<file path="config.mk">
export PLATFORM = sky130hd
export DESIGN_NAME = load_store_unit_flat
export DESIGN_NICKNAME = d
export VERILOG_FILES = /design/src/rtl/load_store_unit_if.sv /design/src/rtl/load_store_unit.sv /design/src/flat_wrapper.sv
export SDC_FILE = /design/constraint.sdc
export NUM_CORES = 1
export LEC_CHECK = 0
export ABC_AREA = 1
export CORE_UTILIZATION = 39
export CTS_CLUSTER_SIZE = 12
export DETAILED_ROUTE_END_ITERATION = 12
export PLACE_DENSITY = 0.81
export SLEW_MARGIN = 10
export SYNTH_ARGS = -nofsm -noshare
export SYNTH_HDL_FRONTEND = slang
export SYNTH_SLANG_ARGS = --single-unit
</file>
<file path="constraint.sdc">
create_clock -name clk -period 1.3 [get_ports clk]
set_input_delay 0.13 -clock clk [delete_from_list [all_inputs] [get_ports clk]]
set_output_delay 0.13 -clock clk [all_outputs]
set_load 0.01 [all_outputs]
</file>
<file path="src/rtl/load_store_unit_if.sv">
// Request/response and data_mem signals of the load/store unit, bundled with
// modports for the unit (slave) and for whoever drives requests and memory (master).
interface load_store_unit_if;
    logic        req_valid;
    logic        req_ready;
    logic [3:0]  req_op;
    logic [31:0] req_addr;
    logic [31:0] req_wdata;
    logic        resp_valid;
    logic [1:0]  resp_err;
    logic [31:0] load_data;
    logic        dm_read;
    logic        dm_write;
    logic [31:0] dm_address;
    logic [31:0] dm_write_data;
    logic [31:0] dm_read_data;

    modport slave (
        input  req_valid, req_op, req_addr, req_wdata, dm_read_data,
        output req_ready, resp_valid, resp_err, load_data,
               dm_read, dm_write, dm_address, dm_write_data
    );

    modport master (
        output req_valid, req_op, req_addr, req_wdata, dm_read_data,
        input  req_ready, resp_valid, resp_err, load_data,
               dm_read, dm_write, dm_address, dm_write_data
    );
endinterface

</file>
<file path="src/rtl/load_store_unit.sv">
// Big-endian byte-addressed load/store front end for data_mem, one request in flight.
// Define LSU_SUBWORD_EN to enable LB/LH/LBU/LHU/SB/SH (read-modify-write for sub-word stores).
module load_store_unit #(
    parameter int unsigned DMEM_WORDS = 1024
) (
    input logic              clk,
    input logic              reset,
    load_store_unit_if.slave bus
);

    typedef enum logic [2:0] {
        IDLE,
        READ,
        LOAD_WAIT,
`ifdef LSU_SUBWORD_EN
        RMW_READ,
        RMW_WAIT,
`endif
        WRITE
    } state_e;

    state_e      state_q, state_d;
    logic [29:0] wordAddr_q, wordAddr_d;
    logic [31:0] wdata_q, wdata_d;
    logic [31:0] loadData_q, loadData_d;
    logic        respValid_q, respValid_d;
    logic [1:0]  respErr_q, respErr_d;
    logic        opLegal, misaligned, outOfRange;
    logic [1:0]  reqErr;

`ifdef LSU_SUBWORD_EN
    logic [2:0]  op_q, op_d;
    logic [1:0]  lane_q, lane_d;
    logic [7:0]  ldByte;
    logic [15:0] ldHalf;
    logic [31:0] byteMask, byteData, halfMask, halfData;

    // Lane 0 is the most significant byte/halfword of the word.
    assign ldByte   = 8'(bus.dm_read_data >> {~lane_q, 3'b000});
    assign ldHalf   = 16'(bus.dm_read_data >> {~lane_q[1], 4'b0000});
    assign byteMask = 32'hFF00_0000 >> {lane_q, 3'b000};
    assign byteData = {24'b0, wdata_q[7:0]} << {~lane_q, 3'b000};
    assign halfMask = 32'hFFFF_0000 >> {lane_q[1], 4'b0000};
    assign halfData = {16'b0, wdata_q[15:0]} << {~lane_q[1], 4'b0000};
`endif

    // Accept-time checks; illegal op beats misalignment beats range.
    always_comb begin
        opLegal = 1'b0;
        case (bus.req_op)
`ifdef LSU_SUBWORD_EN
            4'b0000, 4'b0001, 4'b0100, 4'b0101, 4'b1000, 4'b1001,
`endif
            4'b0011, 4'b1011: opLegal = 1'b1;
            default:          opLegal = 1'b0;
        endcase
        misaligned = ((bus.req_op[1:0] == 2'b01) && bus.req_addr[0]) ||
                     ((bus.req_op[1:0] == 2'b11) && (bus.req_addr[1:0] != 2'b00));
        outOfRange = {2'b00, bus.req_addr[31:2]} >= DMEM_WORDS;
        if (!opLegal)        reqErr = 2'b11;
        else if (misaligned) reqErr = 2'b01;
        else if (outOfRange) reqErr = 2'b10;
        else                 reqErr = 2'b00;
    end

    always_comb begin
        state_d     = state_q;
        wordAddr_d  = wordAddr_q;
        wdata_d     = wdata_q;
        loadData_d  = loadData_q;
        respValid_d = 1'b0;
        respErr_d   = respErr_q;
`ifdef LSU_SUBWORD_EN
        op_d        = op_q;
        lane_d      = lane_q;
`endif
        case (state_q)
            IDLE: begin
                if (bus.req_valid) begin
                    wordAddr_d = bus.req_addr[31:2];
                    wdata_d    = bus.req_wdata;
`ifdef LSU_SUBWORD_EN
                    op_d       = bus.req_op[2:0];
                    lane_d     = bus.req_addr[1:0];
`endif
                    if (reqErr != 2'b00) begin
                        respValid_d = 1'b1;
                        respErr_d   = reqErr;
                    end else if (!bus.req_op[3]) begin
                        state_d = READ;
`ifdef LSU_SUBWORD_EN
                    end else if (bus.req_op[1:0] != 2'b11) begin
                        state_d = RMW_READ;
`endif
                    end else begin
                        state_d = WRITE;
                    end
                end
            end
            READ: state_d = LOAD_WAIT;
            LOAD_WAIT: begin
`ifdef LSU_SUBWORD_EN
                case (op_q[1:0])
                    2'b00:   loadData_d = {{24{ldByte[7] & ~op_q[2]}}, ldByte};
                    2'b01:   loadData_d = {{16{ldHalf[15] & ~op_q[2]}}, ldHalf};
                    default: loadData_d = bus.dm_read_data;
                endcase
`else
                loadData_d = bus.dm_read_data;
`endif
                respValid_d = 1'b1;
                respErr_d   = 2'b00;
                state_d     = IDLE;
            end
`ifdef LSU_SUBWORD_EN
            RMW_READ: state_d = RMW_WAIT;
            RMW_WAIT: begin
                if (op_q[0]) wdata_d = (bus.dm_read_data & ~halfMask) | (halfData & halfMask);
                else         wdata_d = (bus.dm_read_data & ~byteMask) | (byteData & byteMask);
                state_d = WRITE;
            end
`endif
            WRITE: begin
                respValid_d = 1'b1;
                respErr_d   = 2'b00;
                state_d     = IDLE;
            end
            default: state_d = IDLE;
        endcase
    end

    always_ff @(posedge clk) begin
        if (reset) begin
            state_q     <= IDLE;
            wordAddr_q  <= '0;
            wdata_q     <= '0;
            loadData_q  <= '0;
            respValid_q <= 1'b0;
            respErr_q   <= 2'b00;
`ifdef LSU_SUBWORD_EN
            op_q        <= '0;
            lane_q      <= '0;
`endif
        end else begin
            state_q     <= state_d;
            wordAddr_q  <= wordAddr_d;
            wdata_q     <= wdata_d;
            loadData_q  <= loadData_d;
            respValid_q <= respValid_d;
            respErr_q   <= respErr_d;
`ifdef LSU_SUBWORD_EN
            op_q        <= op_d;
            lane_q      <= lane_d;
`endif
        end
    end

    // Strobes are gated by reset so an aborted request never touches memory.
    assign bus.req_ready     = (state_q == IDLE);
    assign bus.resp_valid    = respValid_q;
    assign bus.resp_err      = respErr_q;
    assign bus.load_data     = loadData_q;
`ifdef LSU_SUBWORD_EN
    assign bus.dm_read       = !reset && ((state_q == READ) || (state_q == RMW_READ));
`else
    assign bus.dm_read       = !reset && (state_q == READ);
`endif
    assign bus.dm_write      = !reset && (state_q == WRITE);
    assign bus.dm_address    = (state_q != IDLE) ? {2'b00, wordAddr_q} : 32'h0;
    assign bus.dm_write_data = (state_q == WRITE) ? wdata_q : 32'h0;

endmodule

</file>
<file path="src/flat_wrapper.sv">
// flat-port wrapper written by rule: the top's interface ports become plain ports
module load_store_unit_flat 
#(
    parameter int unsigned DMEM_WORDS = 1024
)
  (clk, reset, bus_req_valid, bus_req_op, bus_req_addr, bus_req_wdata, bus_dm_read_data, bus_req_ready, bus_resp_valid, bus_resp_err, bus_load_data, bus_dm_read, bus_dm_write, bus_dm_address, bus_dm_write_data);
  load_store_unit_if bus_i ();
  input logic clk;
  input logic reset;
  input wire logic [$bits(bus_i.req_valid)-1:0] bus_req_valid;
  input wire logic [$bits(bus_i.req_op)-1:0] bus_req_op;
  input wire logic [$bits(bus_i.req_addr)-1:0] bus_req_addr;
  input wire logic [$bits(bus_i.req_wdata)-1:0] bus_req_wdata;
  input wire logic [$bits(bus_i.dm_read_data)-1:0] bus_dm_read_data;
  output wire logic [$bits(bus_i.req_ready)-1:0] bus_req_ready;
  output wire logic [$bits(bus_i.resp_valid)-1:0] bus_resp_valid;
  output wire logic [$bits(bus_i.resp_err)-1:0] bus_resp_err;
  output wire logic [$bits(bus_i.load_data)-1:0] bus_load_data;
  output wire logic [$bits(bus_i.dm_read)-1:0] bus_dm_read;
  output wire logic [$bits(bus_i.dm_write)-1:0] bus_dm_write;
  output wire logic [$bits(bus_i.dm_address)-1:0] bus_dm_address;
  output wire logic [$bits(bus_i.dm_write_data)-1:0] bus_dm_write_data;
  assign bus_i.req_valid = bus_req_valid;
  assign bus_i.req_op = bus_req_op;
  assign bus_i.req_addr = bus_req_addr;
  assign bus_i.req_wdata = bus_req_wdata;
  assign bus_i.dm_read_data = bus_dm_read_data;
  assign bus_req_ready = bus_i.req_ready;
  assign bus_resp_valid = bus_i.resp_valid;
  assign bus_resp_err = bus_i.resp_err;
  assign bus_load_data = bus_i.load_data;
  assign bus_dm_read = bus_i.dm_read;
  assign bus_dm_write = bus_i.dm_write;
  assign bus_dm_address = bus_i.dm_address;
  assign bus_dm_write_data = bus_i.dm_write_data;
  load_store_unit #(.DMEM_WORDS(DMEM_WORDS)) u_core (.clk(clk), .reset(reset), .bus(bus_i));
endmodule
</file>
Yosys cells after proc, flatten, opt, wreduce, memory -nomap -nowiden
Index checks and enable logic that the tools add are counted.
{"block": "op_classes", "order_cmp": 1, "n_eq_ne": 10, "muxes": 16, "n_reduce_logical": 16}
{"cell": "2-to-1 mux 32 bit", "n": 1}
{"cell": "greater-or-equal comparator 30 x 11 -> 1 bit (second input constant)", "n": 1}
{"cell": "2-to-1 mux 30 bit", "n": 1}
{"cell": "2-to-1 mux 2 bit", "n": 6}
{"cell": "== test 3 x 2 -> 1 bit (second input constant)", "n": 2}
{"cell": "2-to-1 mux 3 bit", "n": 2}
{"cell": "one-hot mux 3 bit (2 select lines)", "n": 1}
{"cell": "nonzero test 2 bit", "n": 3}
{"cell": "== test 4 x 2 -> 1 bit (second input constant)", "n": 1}
{"cell": "== test 4 bit (second input constant)", "n": 1}
{"cell": "logical AND 1 bit", "n": 4}
{"cell": "inequality test 2 bit (second input constant)", "n": 2}
{"cell": "one-hot mux 2 bit (2 select lines)", "n": 1}
{"cell": "AND reduction 2 bit", "n": 2}
{"cell": "OR reduction 2 bit", "n": 2}
{"cell": "== test 3 x 1 -> 1 bit (second input constant)", "n": 1}
{"cell": "logical NOT 3 bit", "n": 1}
{"cell": "2-to-1 mux 1 bit", "n": 3}
{"cell": "AND reduction 3 bit", "n": 1}
{"cell": "nonzero test 3 bit", "n": 1}
{"cell": "== test 2 x 1 -> 1 bit (second input constant)", "n": 1}
{"cell": "== test 2 bit (second input constant)", "n": 1}
{"cell": "inequality test 2 x 1 -> 1 bit (second input constant)", "n": 1}
{"cell": "one-hot mux 1 bit (2 select lines)", "n": 1}
{"cell": "2 further kinds", "n": 2}
{"block": "word_totals", "ff_bits": 100, "elab_cells": 49, "in_bits": 103}

Depth between registers and ports, before layout
Gate-level depths: netlist of run 1.
{"block": "logic_depth", "depth_word": 9, "mapped_depth": 7, "depth_no_buf": 7}

Least setup slack after synthesis of run 1
Ideal clock, no wire load.
{"block": "synth_timing", "path_type": "reg2out", "from": "register u_core.state_q[0]", "to": "output port bus_dm_write_data[10]", "arrival_ps": 1016, "required_ps": 1170, "setup_slack_ps": 154, "path_stages_with_launch": 4, "cell_sequence": "dfxtp_1 > nand2_1 > clkbuf_1 > nor2_1"}
{"block": "synth_between", "elab_chain_len": 2}
{"item": "start, declared", "line": "load_store_unit.sv:22", "source": "state_e state_q, state_d;"}
{"item": "start signal, assigned", "line": "load_store_unit.sv:145", "source": "state_q <= state_d;"}
{"item": "== test 3 x 2 -> 1 bit", "line": "load_store_unit.sv:170", "source": "assign bus.dm_write_data = (state_q == WRITE) ? wdata_q : 32'h0;"}
{"item": "2-to-1 mux 32 bit", "line": "load_store_unit.sv:170"}
{"item": "end, declared", "line": "flat_wrapper.sv:22", "source": "output wire logic [$bits(bus_i.dm_write_data)-1:0] bus_dm_write_data;"}
Every way passes these cells.

Worst setup path after layout of run 1
{"block": "layout_timing", "from": "register u_core.state_q[1]", "to": "output port bus_dm_address[21]"}
{"block": "layout_between", "elab_chain_len": 2}
{"item": "nonzero test 3 bit", "line": "load_store_unit.sv:169", "source": "assign bus.dm_address = (state_q != IDLE) ? {2'b00, wordAddr_q} : 32'h0;"}
{"item": "2-to-1 mux 30 bit", "line": "load_store_unit.sv:169"}
{"item": "end, declared", "line": "flat_wrapper.sv:21", "source": "output wire logic [$bits(bus_i.dm_address)-1:0] bus_dm_address;"}
Every way passes these cells.

==> results of run 1 <==
==> cell type report <==
type	instances	area share, %
Multi-Input combinational cell	332	27.4
Sequential cell	99	27.6
Clock inverter	4	1.04
Timing Repair Buffer	255	36.0
Tap cell	133	2.30
Clock buffer	11	1.96
Inverter	69	3.73
==> metal layers <==
metal  routed length, um  vias to the layer above  part of all wire, %
li1                    -                     2163                    -
met1                5590                     2121                   38
met2                7430                      198                   51
met3                1240                       28                  8.5
met4                 332                        0                  2.3
met5                   0                        -                    0
==> Yosys cell counts (3+ instances only) <==
master and number:
buf_1 4, clkbuf_1 12, a21oi_1 65, nand4_1 3
inv_1 66, inv_2 3, nand2_1 12, nor2_1 143
dfxtp_1 99, o21ai_0 86, nand3_1 4, o21ai_1 10
buf_6 6, buf_2 13
==> registers in the layout (all words and copies together) (netlist names) <==
name,cells
u_core.bus.load_data,32
u_core.wdata_q,32
u_core.wordAddr_q,30
u_core.bus.resp_err,2
u_core.state_q,2
u_core.bus.resp_valid,1
==> power by group <==
part | switching [mW] | internal (mW)
Combinational | 0.431 | 0.510
Sequential | 0.0393 | 3.17
Clock | 1.02 | 1.13
Total | 1.49 | 4.80
==> kinds of logic after synthesis <==
logic type | share of synthesized area (%)
AO/OA/AOI/OAI | 20.6
AND/OR/NAND/NOR | 16.9
buffers and inverters | 11.9
flip-flops | 50.6
other | 0.0957
==> through the flow <==
step / power [mW] / hold WS [ns]
final: 6.30 / 0.374
after global routing: 6.55 / 0.365
after CTS: 6.20 / 0.348
after detailed placement: 4.00 / 0.441
after global placement: 3.98 / 0.438
after floorplan: 3.57 / 0.199
==> layout by cell type, fill, tap and decap left out, drive strengths merged, types with 4 or more instances in the layout <==
cell type / synthesis / routed
nor2: 145 / 145
buf: 25 / 110
clkdlybuf4s50: 0 / 102
dfxtp: 99 / 99
o21ai: 96 / 96
inv: 69 / 69
a21oi: 65 / 65
dlygate4sd2: 0 / 35
clkbuf: 12 / 19
nand2: 13 / 15
nand3: 4 / 4
==> worst max path at each step <==
stage | start | to | cells after the start
after floorplan | u_core.state_q[0] | bus_dm_write_data[10] | 3
after global placement | bus_req_addr[30] | u_core.bus.resp_err[0] | 7
after detailed placement | bus_req_addr[30] | u_core.bus.resp_err[0] | 7
after CTS | u_core.state_q[0] | bus_dm_address[11] | 5
after global routing | u_core.state_q[1] | bus_dm_address[21] | 5
final | u_core.state_q[1] | bus_dm_address[21] | 5
==> worst reg2reg max path: cells and delay by family, from the launching register on <==
kind	cells	cell delay, ns
buf+inv	3	0.53
simple gates	2	0.29
flops	1	0.38
compound gates	2	0.17
==> what timing repair did <==
item	in CTS	in global routing
pin swaps	15	14
endpoints found under the setup margin	133	163
gates cloned	9	12
buffers inserted	13	3
gates resized for setup	476	86
==> impl_metrics.sql, run 1 <==
INSERT INTO impl_metrics (metric_group, metric, value, unit) VALUES
('place', 'cell_total_after_placement', '858', ''),
('place', 'gp_congestion', '0.820', ''),
('setup_path', 'cp_max_fo', '8', ''),
('setup_path', 'critPathKind', 'register to output pin', ''),
('cts', 'htree_levels', '3', ''),
('cts', 'cts_bufs_inserted', '9', ''),
('setup_path', 'crit_arrival', '1.34', 'ns'),
('power', 'cellPowerDensity', '872', 'mW/mm2'),
('floorplanning', 'num_rows', '36', ''),
('logic_synthesis', 'yosys-top-cells-area', 'dfxtp_1, nor2_1, o21ai_0', ''),
('setup_path', 'crit_path_end_kind', 'output pin', ''),
('floorplanning', 'die_h', '102', 'um'),
('cells_and_area', 'final-instance-count-excl-fill', '903', ''),
('flow_run', 'drv.max_cap_violation_count', '0', ''),
('drt', 'drt_drc_violations_left', '0', ''),
('hold_path', 'hold_path.class', 'input port to register', ''),
('cells_and_area', 'multi_input_comb_area', '0.00198', 'mm2'),
('setup_path', 'number_of_cells_on_the_worst_reg_to_reg_path', '7', ''),
('cells_and_area', 'n_antenna_cell', '0', ''),
('sta', 'post-route-worst-setup-slack', '-0.171', 'ns'),
('run_status', 'outcome', 'finished, violations left', ''),
('place', 'setup_ws_pre_cts', '-0.281', 'ns'),
('cells_and_area', 'layout.core_utilization', '73.9', '%'),
('floorplanning', 'design.portCount', '205', ''),
('setup_path', 'cp-start-kind', 'register', ''),
('sta', 'worst_clock_skew', '0.00751', 'ns'),
('drt', 'detailed_route_wl', '14600', 'um'),
('sta', 'slew_viol_final', '0', ''),
('grt', 'met1_usage', '26.5', '%'),
('setup_path', 'cp_cell_sequence', 'nor2_4, buf_4, buf_8, nor2_1, buf_2', ''),
('sta', 'final_hold_viol_count', '0', ''),
('grt', 'first_global_vias', '4232', ''),
('place', 'place_hpwl', '8540', 'um'),
('drt', 'detail-route-antenna-nets', '0', ''),
('drt', 'mean_number_of_vias_per_cell', '4.99', ''),
('setup_path', 'timing.critical_path.max_delay_family', 'buffers and inverters', ''),
('setup_path', 'slowest_stage', 'dfxtp_4', ''),
('sta', 'max_clock_freq', '0.680', 'GHz'),
('sta', 'finalSetupViolCount', '162', ''),
('floorplanning', 'initial_utilization', '40.1', '%'),
('grt', 'grt_max_degree', '51', ''),
('setup_path', 'crit_path_max_cell_delay', '0.38', 'ns'),
('grt', 'grt.total_usage', '24.7', '%'),
('place', 'placedInstanceArea', '0.00620', 'mm2'),
('grt', 'number_of_antenna_violations_at_the_first_check_in_global_routing', '0', ''),
('logic_synthesis', 'postSynthCellCount', '534', ''),
('cts', 'tritoncts_num_sinks', '99', ''),
('sta', 'final_min_period_over_clock_period', '113', '%'),
('sta', 'layout_min_cycle_time', '1.47', 'ns'),
('cells_and_area', 'num-nets-final', '869', ''),
('cells_and_area', 'drive_gt1_share', '31.8', '%'),
('sta', 'max_slew.worst_pin.slew', '0.541', 'ns'),
('setup_path', 'required', '1.17', 'ns'),
('floorplanning', 'die_width', '102', 'um'),
('cells_and_area', 'syn_to_final_growth', '84.2', '%'),
('logic_synthesis', 'netlist.area_leader.share', '50.6', '%'),
('logic_synthesis', 'synth_cell_type_count', '19', ''),
('run_status', 'violations', 'negative setup slack', ''),
('cts', 'cts_hold_buffers', '0', ''),
('hold_path', 'timing.hold.worst.start', 'bus_req_wdata[25]', ''),
('logic_synthesis', 'synth_seq_cells', '99', ''),
('sta', 'totalNegativeSetupSlack', '-15.05', 'ns'),
('grt', 'grt-busiest-layer', 'met2', ''),
('setup_path', 'worst_r2r_startpoint', 'u_core.state_q[1]', ''),
('hold_path', 'timing.hold.worst_path_depth', '3', ''),
('logic_synthesis', 'ys.flop_type', 'dfxtp_1', ''),
('place', 'io_buffer_count', '202', ''),
('grt', 'grtUsageMet2', '45.3', '%'),
('cells_and_area', 'final_cell_area', '0.00722', 'mm2'),
('cells_and_area', 'layout.area.seq', '0.00199', 'mm2'),
('logic_synthesis', 'ys_seq_area_share', '50.6', '%');
Note: power is estimated with default switching activity, not from simulation.
==> run 2: changes to the inputs <==
- CORE_MARGIN: default -> 1
==> results of run 2 <==
Same layout as run 1: the final DEF is identical, and so are final timing and power.
